`config.mk`:
```
export PLATFORM = sky130hd
export DESIGN_NAME = template_rom_arbiter
export DESIGN_NICKNAME = d
export VERILOG_FILES = /design/src/rtl/template_rom_arbiter.sv
export SDC_FILE = /design/constraint.sdc
export NUM_CORES = 1
export LEC_CHECK = 0
export ABC_AREA = 1
export CELL_PAD_IN_SITES_DETAIL_PLACEMENT = 0
export CELL_PAD_IN_SITES_GLOBAL_PLACEMENT = 1
export CORE_ASPECT_RATIO = 0.9
export CORE_UTILIZATION = 35
export DETAILED_ROUTE_END_ITERATION = 10
export GPL_TIMING_DRIVEN = 0
export PLACE_DENSITY = 0.95
export SLEW_MARGIN = 15
export SYNTH_ARGS = -nofsm -noshare
export SYNTH_HDL_FRONTEND = slang
export SYNTH_SLANG_ARGS = --single-unit
```
`constraint.sdc`:
```
create_clock -name clk -period 3.8 [get_ports clk]
set_input_delay 0.76 -clock clk [delete_from_list [all_inputs] [get_ports clk]]
set_output_delay 0.76 -clock clk [all_outputs]
set_load 0.01 [all_outputs]
```
`src/rtl/template_rom_arbiter.sv`:
```
`timescale 1ns/1ps
// Round-robin burst arbiter in front of one single-port synchronous template ROM.
// Grants one burst at a time, streams ROM addresses and tags returned words with owner and last flag.
module template_rom_arbiter #(
    parameter int ADDR_WIDTH = 11,
    parameter int DATA_WIDTH = 8,
    parameter int NUM_REQ    = 2,
    parameter int RD_LATENCY = 1
) (
    input  logic                          clk,
    input  logic                          rst_n,
    input  logic [NUM_REQ-1:0]            req_valid,
    input  logic [NUM_REQ*ADDR_WIDTH-1:0] req_addr,
    input  logic [NUM_REQ*ADDR_WIDTH-1:0] req_len,
    output logic [NUM_REQ-1:0]            req_ready,
    output logic [ADDR_WIDTH-1:0]         rom_addr,
    input  logic [DATA_WIDTH-1:0]         rom_data,
    output logic                          rd_valid,
    output logic [DATA_WIDTH-1:0]         rd_data,
    output logic [1:0]                    rd_id,
    output logic                          rd_last,
    output logic                          busy
);

    typedef enum logic {IDLE = 1'b0, BURST = 1'b1} state_t;

    state_t                  state_q, state_d;
    logic [ADDR_WIDTH-1:0]   addr_q, addr_d;
    logic [ADDR_WIDTH-1:0]   len_q, len_d;
    logic [ADDR_WIDTH-1:0]   cnt_q, cnt_d;
    logic [1:0]              id_q, id_d;
    logic [1:0]              last_grant_q, last_grant_d;

    logic                    win_found;
    logic [1:0]              win_id;
    logic [NUM_REQ-1:0]      win_oh;
    logic [ADDR_WIDTH-1:0]   win_addr;
    logic [ADDR_WIDTH-1:0]   win_len;
    logic                    issue;
    logic                    issue_last;

    logic [RD_LATENCY-1:0]       pipe_vld_q;
    logic [RD_LATENCY-1:0]       pipe_last_q;
    logic [RD_LATENCY-1:0][1:0]  pipe_id_q;

    // Round-robin search: first requesting index after the previous winner, wrapping.
    always_comb begin
        win_found = 1'b0;
        win_id    = '0;
        win_oh    = '0;
        win_addr  = '0;
        win_len   = '0;
        for (int ofs = 1; ofs <= NUM_REQ; ofs++) begin
            for (int r = 0; r < NUM_REQ; r++) begin
                if (!win_found && req_valid[r] &&
                    r == (int'(last_grant_q) + ofs) % NUM_REQ) begin
                    win_found = 1'b1;
                    win_id    = 2'(r);
                    win_oh[r] = 1'b1;
                    win_addr  = req_addr[r*ADDR_WIDTH +: ADDR_WIDTH];
                    win_len   = req_len[r*ADDR_WIDTH +: ADDR_WIDTH];
                end
            end
        end
    end

    always_comb begin
        state_d      = state_q;
        addr_d       = addr_q;
        len_d        = len_q;
        cnt_d        = cnt_q;
        id_d         = id_q;
        last_grant_d = last_grant_q;
        req_ready    = '0;
        issue        = 1'b0;
        issue_last   = 1'b0;
        case (state_q)
            IDLE: begin
                // Gated by rst_n so no grant pulse leaks out while reset is held.
                if (win_found && rst_n) begin
                    req_ready    = win_oh;
                    addr_d       = win_addr;
                    len_d        = win_len;
                    id_d         = win_id;
                    cnt_d        = '0;
                    last_grant_d = win_id;
                    state_d      = BURST;
                end
            end
            BURST: begin
                issue      = 1'b1;
                issue_last = (cnt_q == len_q);
                if (issue_last) begin
                    state_d = IDLE;
                end else begin
                    cnt_d  = cnt_q + 1'b1;
                    addr_d = addr_q + 1'b1;
                end
            end
            default: state_d = IDLE;
        endcase
    end

    always_ff @(posedge clk or negedge rst_n) begin
        if (!rst_n) begin
            state_q      <= IDLE;
            addr_q       <= '0;
            len_q        <= '0;
            cnt_q        <= '0;
            id_q         <= '0;
            last_grant_q <= 2'(NUM_REQ - 1);
        end else begin
            state_q      <= state_d;
            addr_q       <= addr_d;
            len_q        <= len_d;
            cnt_q        <= cnt_d;
            id_q         <= id_d;
            last_grant_q <= last_grant_d;
        end
    end

    // Return tags track the ROM latency independently of the FSM.
    always_ff @(posedge clk or negedge rst_n) begin
        if (!rst_n) begin
            pipe_vld_q  <= '0;
            pipe_last_q <= '0;
            pipe_id_q   <= '0;
        end else begin
            pipe_vld_q[0]  <= issue;
            pipe_last_q[0] <= issue_last;
            pipe_id_q[0]   <= issue ? id_q : 2'b00;
            for (int s = 1; s < RD_LATENCY; s++) begin
                pipe_vld_q[s]  <= pipe_vld_q[s-1];
                pipe_last_q[s] <= pipe_last_q[s-1];
                pipe_id_q[s]   <= pipe_id_q[s-1];
            end
        end
    end

    assign rom_addr = addr_q;
    assign rd_valid = pipe_vld_q[RD_LATENCY-1];
    assign rd_last  = pipe_last_q[RD_LATENCY-1];
    assign rd_id    = pipe_id_q[RD_LATENCY-1];
    assign rd_data  = rom_data;
    assign busy     = (state_q == BURST) | (|pipe_vld_q);

endmodule

```
# --- Yosys cells after proc, flatten, opt, wreduce, memory -nomap -nowiden ---
# Cells that the tools add are included.
word_totals:
  output_inout_bits: 26
  in_bits: 56
  elab_cells: 69
  register_bits: 41
op_classes:
  muxes: 32
  n_reduce_logical: 15
  n_bitwise: 4
  n_addsub: 4
  eq_ne: 5
op_table:
  columns: ["op", "n"]
  rows:
  - ["two-way mux 11 bit", 12]
  - ["zero test 32 bit", 2]
  - ["case mux 11 bit (2 select lines)", 2]
  - ["adder 11 x 1 -> 11 bit (second input constant)", 2]
  - ["two-way mux 1 bit", 12]
  - ["== test 11 bit", 1]
  - ["two-way mux 2 bit", 5]
  - ["logical AND 1 bit", 8]
  - ["== test 2 bit (first input constant)", 2]
  - ["!= test 2 bit (second input constant)", 2]
  - ["AND reduction 2 bit", 2]
  - ["zero test 1 bit", 3]
  - ["adder 1 bit (second input constant)", 2]
  - ["bitwise AND 1 bit (first input constant)", 2]
  - ["case mux 1 bit (2 select lines)", 1]
  - ["inverter 1 bit", 1]
  - ["bitwise OR 1 bit", 1]

# --- Logic depth before layout (Yosys ltp) ---
logic_depth:
  word_depth: 20
  ltp_mapped: 12
  mapped_depth_nobuf: 10

# --- Least setup slack after synthesis ---
# No wires, ideal clock.
synth_timing:
  kind: "input to output"
  start: "in req_valid[1]"
  end: "out req_ready[1]"
  path_buffers: 1
  setup_slack_ps: 1690
  arrival_ps: 1350
  stages: 5
  cell_sequence: "inv_1 a21oi_1 nand2_1 inv_1 buf_2"
synth_via:
  elab_chain_len: 14
  word_cells_on_any_way: 16
synth_rtl:
  columns: ["element", "line_no", "rtl"]
  rows:
  - ["from (decl)", "12", "input logic [NUM_REQ-1:0] req_valid,"]
  - ["logical AND 1 bit (2 in series)", "55", "if (!win_found && req_valid[r] &&"]
  - ["two-way mux 1 bit", "55", null]
  - ["zero test 1 bit", "55", null]
  - ["logical AND 1 bit (2 in series)", "55", null]
  - ["two-way mux 1 bit", "55", null]
  - ["zero test 1 bit", "55", null]
  - ["logical AND 1 bit (2 in series)", "55", null]
  - ["two-way mux 1 bit", "55", null]
  - ["logical AND 1 bit", "80", "if (win_found && rst_n) begin"]
  - ["two-way mux 2 bit *", "80", null]
  - ["two-way mux 2 bit *", "77", "case (state_q)"]
  - ["to (decl)", "15", "output logic [NUM_REQ-1:0] req_ready,"]
# Every way passes the cells marked *; elsewhere a longest branch is shown, timed or not.

# --- Final worst setup path ---
# Ends and elaborated chain as after synthesis.

==> results.md <==
### Outcome
* finished clean — status

### STA
* 0 ns — setup total negative slack
* 64.5% — worst slew margin relative to its limit
* 0 — number of setup violations in the final report
* 0 — endpoints failing hold
* 0.0105 ns — skew final
* 0 — fin. max-slew vios
* false — unrepaired setup endpoints after global routing
* 0.532 ns — transition time at the pin with the least slew margin
* 3.42 ns — fin crit period
* 0.381 ns — final worst-path setup slack
* 90.0% — final critical-path share of the clock period
* 0.292 GHz — Max Clk Rate

### Placed design
* 0.793 — gp weighted congestion
* 5.11 mm — half-perimeter wire length after detailed placement
* 0.401 ns — pre-CTS setup slack
* 72 — Port Buf Inserts
* 0.00342 sq mm — Placed Area

### Logic synthesis
* sky130_fd_sc_hd__dfrtp_1 (37%), sky130_fd_sc_hd__nand2_1 (21%), sky130_fd_sc_hd__nand3_1 (10%), sky130_fd_sc_hd__inv_1 (4.7%), sky130_fd_sc_hd__buf_4 (2.9%) — top cells by area in the synthesized netlist
* 6.98 sq um — mean area per synthesized cell
* 38.1% — part of the Yosys area used for sequential elements
* sky130_fd_sc_hd__dfrtp_1 — Main synth FF type
* 426 — synthesized net count
* sky130_fd_sc_hd__dfrtp_1 — cell taking the most area after synthesis
* 0 — number of warnings reported in the yosys synthesis log
* sky130_fd_sc_hd__nand2_1 — most common cell in the synthesized netlist
* 100% — share of synthesized flip-flops with an asynchronous set or reset
* 368 — cells after synthesis
* 30 — post-synthesis cell type count
* sky130_fd_sc_hd__nand2_1 (147), sky130_fd_sc_hd__nand3_1 (52), sky130_fd_sc_hd__dfrtp_1 (38), sky130_fd_sc_hd__inv_1 (32) — Post-synth top cells
* 39 — flip-flop and latch count after synthesis
* 0 — number of synthesized flops with an enable pin
* 37.0% — fraction of synthesized cell area taken by the top area cell type
* 0.00257 sq mm — Mapped Area

### Global routing
* 18.9% — total track usage
* 0 — number of antenna violations at the first check in global routing
* 31 — maximum number of pins on one net before global-route repair
* 0 — final global-route overflow total
* 11.8 mm — first-pass GRT wire length
* 2,545 — vias in the first global route

### Critical path
* 10 — crit-path max FO
* in -> out — critical path start-end classification
* 2.00 ns — worst setup slack for register-to-register paths
* clkdlybuf4s50_1, inv_1, a21oi_1, nand2_1, inv_1, buf_2, clkdlybuf4s50_1 — CP cell instances
* sky130_fd_sc_hd__clkdlybuf4s50_1 — slowest cell on the critical path
* primary output — nature of the critical path endpoint
* 3.04 ns — Critical Path RT
* 5 — Worst Path Buf+Inv
* 2.66 ns — data arrival at the endpoint of the critical path
* primary input — Setup crit start kind
* buffers and inverters — dominant delay contributor by cell family on the critical path
* 0.57 ns — longest individual stage delay on the worst path

### Layout
* 0.00351 sq mm — final std cell area, no fill
* 49.6% — final core utilization
* 506 — NumNets Final
* 9.35% — layout cell share with drive strength beyond 1
* 36.7% — P&R area growth vs syn
* 0 — diode count

### Floorplan
* 92.3 um — overall die width
* 29 — num rows
* 36.3% — initial core utilization
* 0.00708 sq mm — area inside the core boundary
* 82 — I/O pin count
* 83.3 um — Die Y-Extent
* 0.00768 sq mm — area of the die

### Routing
* 4 — first-pass iteration count of the detailed router
* 6.65 mm — total detailed-routing wirelength
* 4.87 — vias per cell
* 12.3 um — routed length per placed instance
* 165 — First DRT Iteration DRCs
* 2,641 — number of vias in the routed layout
* 0 — remaining antenna violation count after routing
* 0 — remaining design rule violation count

### CTS
* 0 — number of hold buffers added after CTS
* 0 — post-CTS setup buffer count
* done — TritonCTS clock tree
* 0.30 ns — clock latency on the worst-skew pair
* 2 — CTS H-tree depth
* 2 — buffer levels on the longest clock path
* 0 — post-cts resize count
* 0.07 ns — clock edge transition at the registers on the reported setup and hold paths
* sky130_fd_sc_hd__clkbuf_8 — CTS root buffer
* 5 — number of buffers created by CTS
* 39 — number of sinks on the clock net

### Hold path
* in -> async — min-delay worst type

### Job
* 0 — Max-cap violations

### Power and ir drop
* 0.00171 uW — standby leakage power
* 336 mW/mm^2 — power per cell area
* 0.131 mV — IR drop worst, VDD

-- state kept, by name (all words and copies together) (netlist names) --
name and flops:
rd_id 1, cnt_q 11, rom_addr 11, state_q 1, len_q 11, rd_valid 1, rd_last 1, id_q 1
last_grant_q 1
-- layer usage --
| layer | share of wire (%) | GRT usage, % | wire (um) |
|---|---|---|---|
| met5 | 0 | 0 | 0 |
| met4 | 2.3 | 7.24 | 155 |
| met3 | 4.2 | 1.92 | 276 |
| met2 | 48 | 31.1 | 3180 |
| met1 | 46 | 25.5 | 3040 |
-- cells by family (layout without fill, tap and decap cells) --
family                     after synthesis  in the layout  share of synthesized area, %
adders and majority gates                2              2                         0.975
AOI/OAI and AO/OA                       29             29                          7.16
DFF                                     39             39                          38.1
buffers and inverters                   60            141                          11.9
xor gates and xnor gates                10             10                          3.41
and+or+nand+nor                        227            227                          38.3
other                                    1              1                         0.146
-- worst register-to-register path, cell delays in order, from the launching register on --
cell and delay [ns]:
sky130_fd_sc_hd__dfrtp_1 0.38, sky130_fd_sc_hd__buf_4 0.19, sky130_fd_sc_hd__inv_2 0.14, sky130_fd_sc_hd__nand2_2 0.10, sky130_fd_sc_hd__a21oi_4 0.28, sky130_fd_sc_hd__inv_2 0.18
sky130_fd_sc_hd__buf_2 0.23, sky130_fd_sc_hd__nand3_1 0.11, sky130_fd_sc_hd__nand2_1 0.06
-- final cells by class --
| class | instances | area [sq um] |
|---|---|---|
| Buffer | 24 | 171 |
| Clock buffer | 7 | 86.3 |
| Clock inverter | 1 | 5.00 |
| Fill cell | 700 | 3560 |
| Inverter | 36 | 135 |
| Multi-Input combinational cell | 269 | 1280 |
| Sequential cell | 39 | 977 |
| Tap cell | 93 | 116 |
| Timing Repair Buffer | 73 | 736 |
-- cells in the final DEF, fill, tap and decap left out --
master / netlist / final
sky130_fd_sc_hd__clkbuf_8: 0 / 6
sky130_fd_sc_hd__dfrtp_1: 38 / 38
sky130_fd_sc_hd__nor3_1: 1 / 1
sky130_fd_sc_hd__conb_1: 1 / 1
sky130_fd_sc_hd__xnor2_1: 5 / 5
sky130_fd_sc_hd__nand3_4: 1 / 1
sky130_fd_sc_hd__buf_12: 0 / 1
sky130_fd_sc_hd__a21oi_4: 1 / 1
sky130_fd_sc_hd__inv_1: 32 / 32
sky130_fd_sc_hd__nor2_1: 10 / 10
sky130_fd_sc_hd__or2_2: 1 / 1
sky130_fd_sc_hd__inv_2: 4 / 4
sky130_fd_sc_hd__o21bai_1: 2 / 2
sky130_fd_sc_hd__nand2_4: 2 / 2
sky130_fd_sc_hd__buf_6: 5 / 5
sky130_fd_sc_hd__clkbuf_1: 4 / 5
sky130_fd_sc_hd__a21oi_1: 8 / 8
sky130_fd_sc_hd__nand2_1: 147 / 147
sky130_fd_sc_hd__nor2_2: 2 / 2
sky130_fd_sc_hd__nand3b_1: 1 / 1
sky130_fd_sc_hd__ha_1: 2 / 2
sky130_fd_sc_hd__a22oi_1: 1 / 1
sky130_fd_sc_hd__buf_4: 10 / 10
sky130_fd_sc_hd__o21ai_0: 9 / 9
sky130_fd_sc_hd__nand2_2: 1 / 1
sky130_fd_sc_hd__o211ai_1: 7 / 7
sky130_fd_sc_hd__clkinv_2: 0 / 1
sky130_fd_sc_hd__xor2_1: 5 / 5
sky130_fd_sc_hd__clkdlybuf4s50_1: 0 / 71
sky130_fd_sc_hd__buf_2: 5 / 6
sky130_fd_sc_hd__a21o_1: 1 / 1
sky130_fd_sc_hd__dfstp_2: 1 / 1
sky130_fd_sc_hd__nand3_1: 52 / 52
sky130_fd_sc_hd__nand4_1: 9 / 9
-- where the power goes --
part           internal [uW]  total [uW]  leakage (uW)  switching [uW]
clock network            147         293     0.0000482             147
registers                460         534      0.000451            73.9
logic                    202         353       0.00121             151
total                    809        1180       0.00171             371
-- final timing paths --
path | cells past startpoint | start | endpoint
max in group asynchronous | 2 | rst_n | cnt_q[3]$_DFFE_PN0P_
max | 7 | req_valid[1] | req_ready[1]
min | 1 | rst_n | len_q[10]$_DFFE_PN0P_
max reg2reg | 8 | state_q$_DFF_PN0_ | cnt_q[8]$_DFFE_PN0P_
min reg2reg | 0 | state_q$_DFF_PN0_ | rd_valid$_DFF_PN0_
min in group clk | 0 | state_q$_DFF_PN0_ | rd_valid$_DFF_PN0_
-- metrics by stage --
step	cells	power, uW	hold WS [ns]
floorplan	368	693	0.355
global placement	533	885	0.358
detailed placement	534	895	0.375
CTS	542	1190	0.339
global route	542	1260	0.347
finish	542	1180	0.341
No activity file was read; power rests on OpenSTA's default activity.
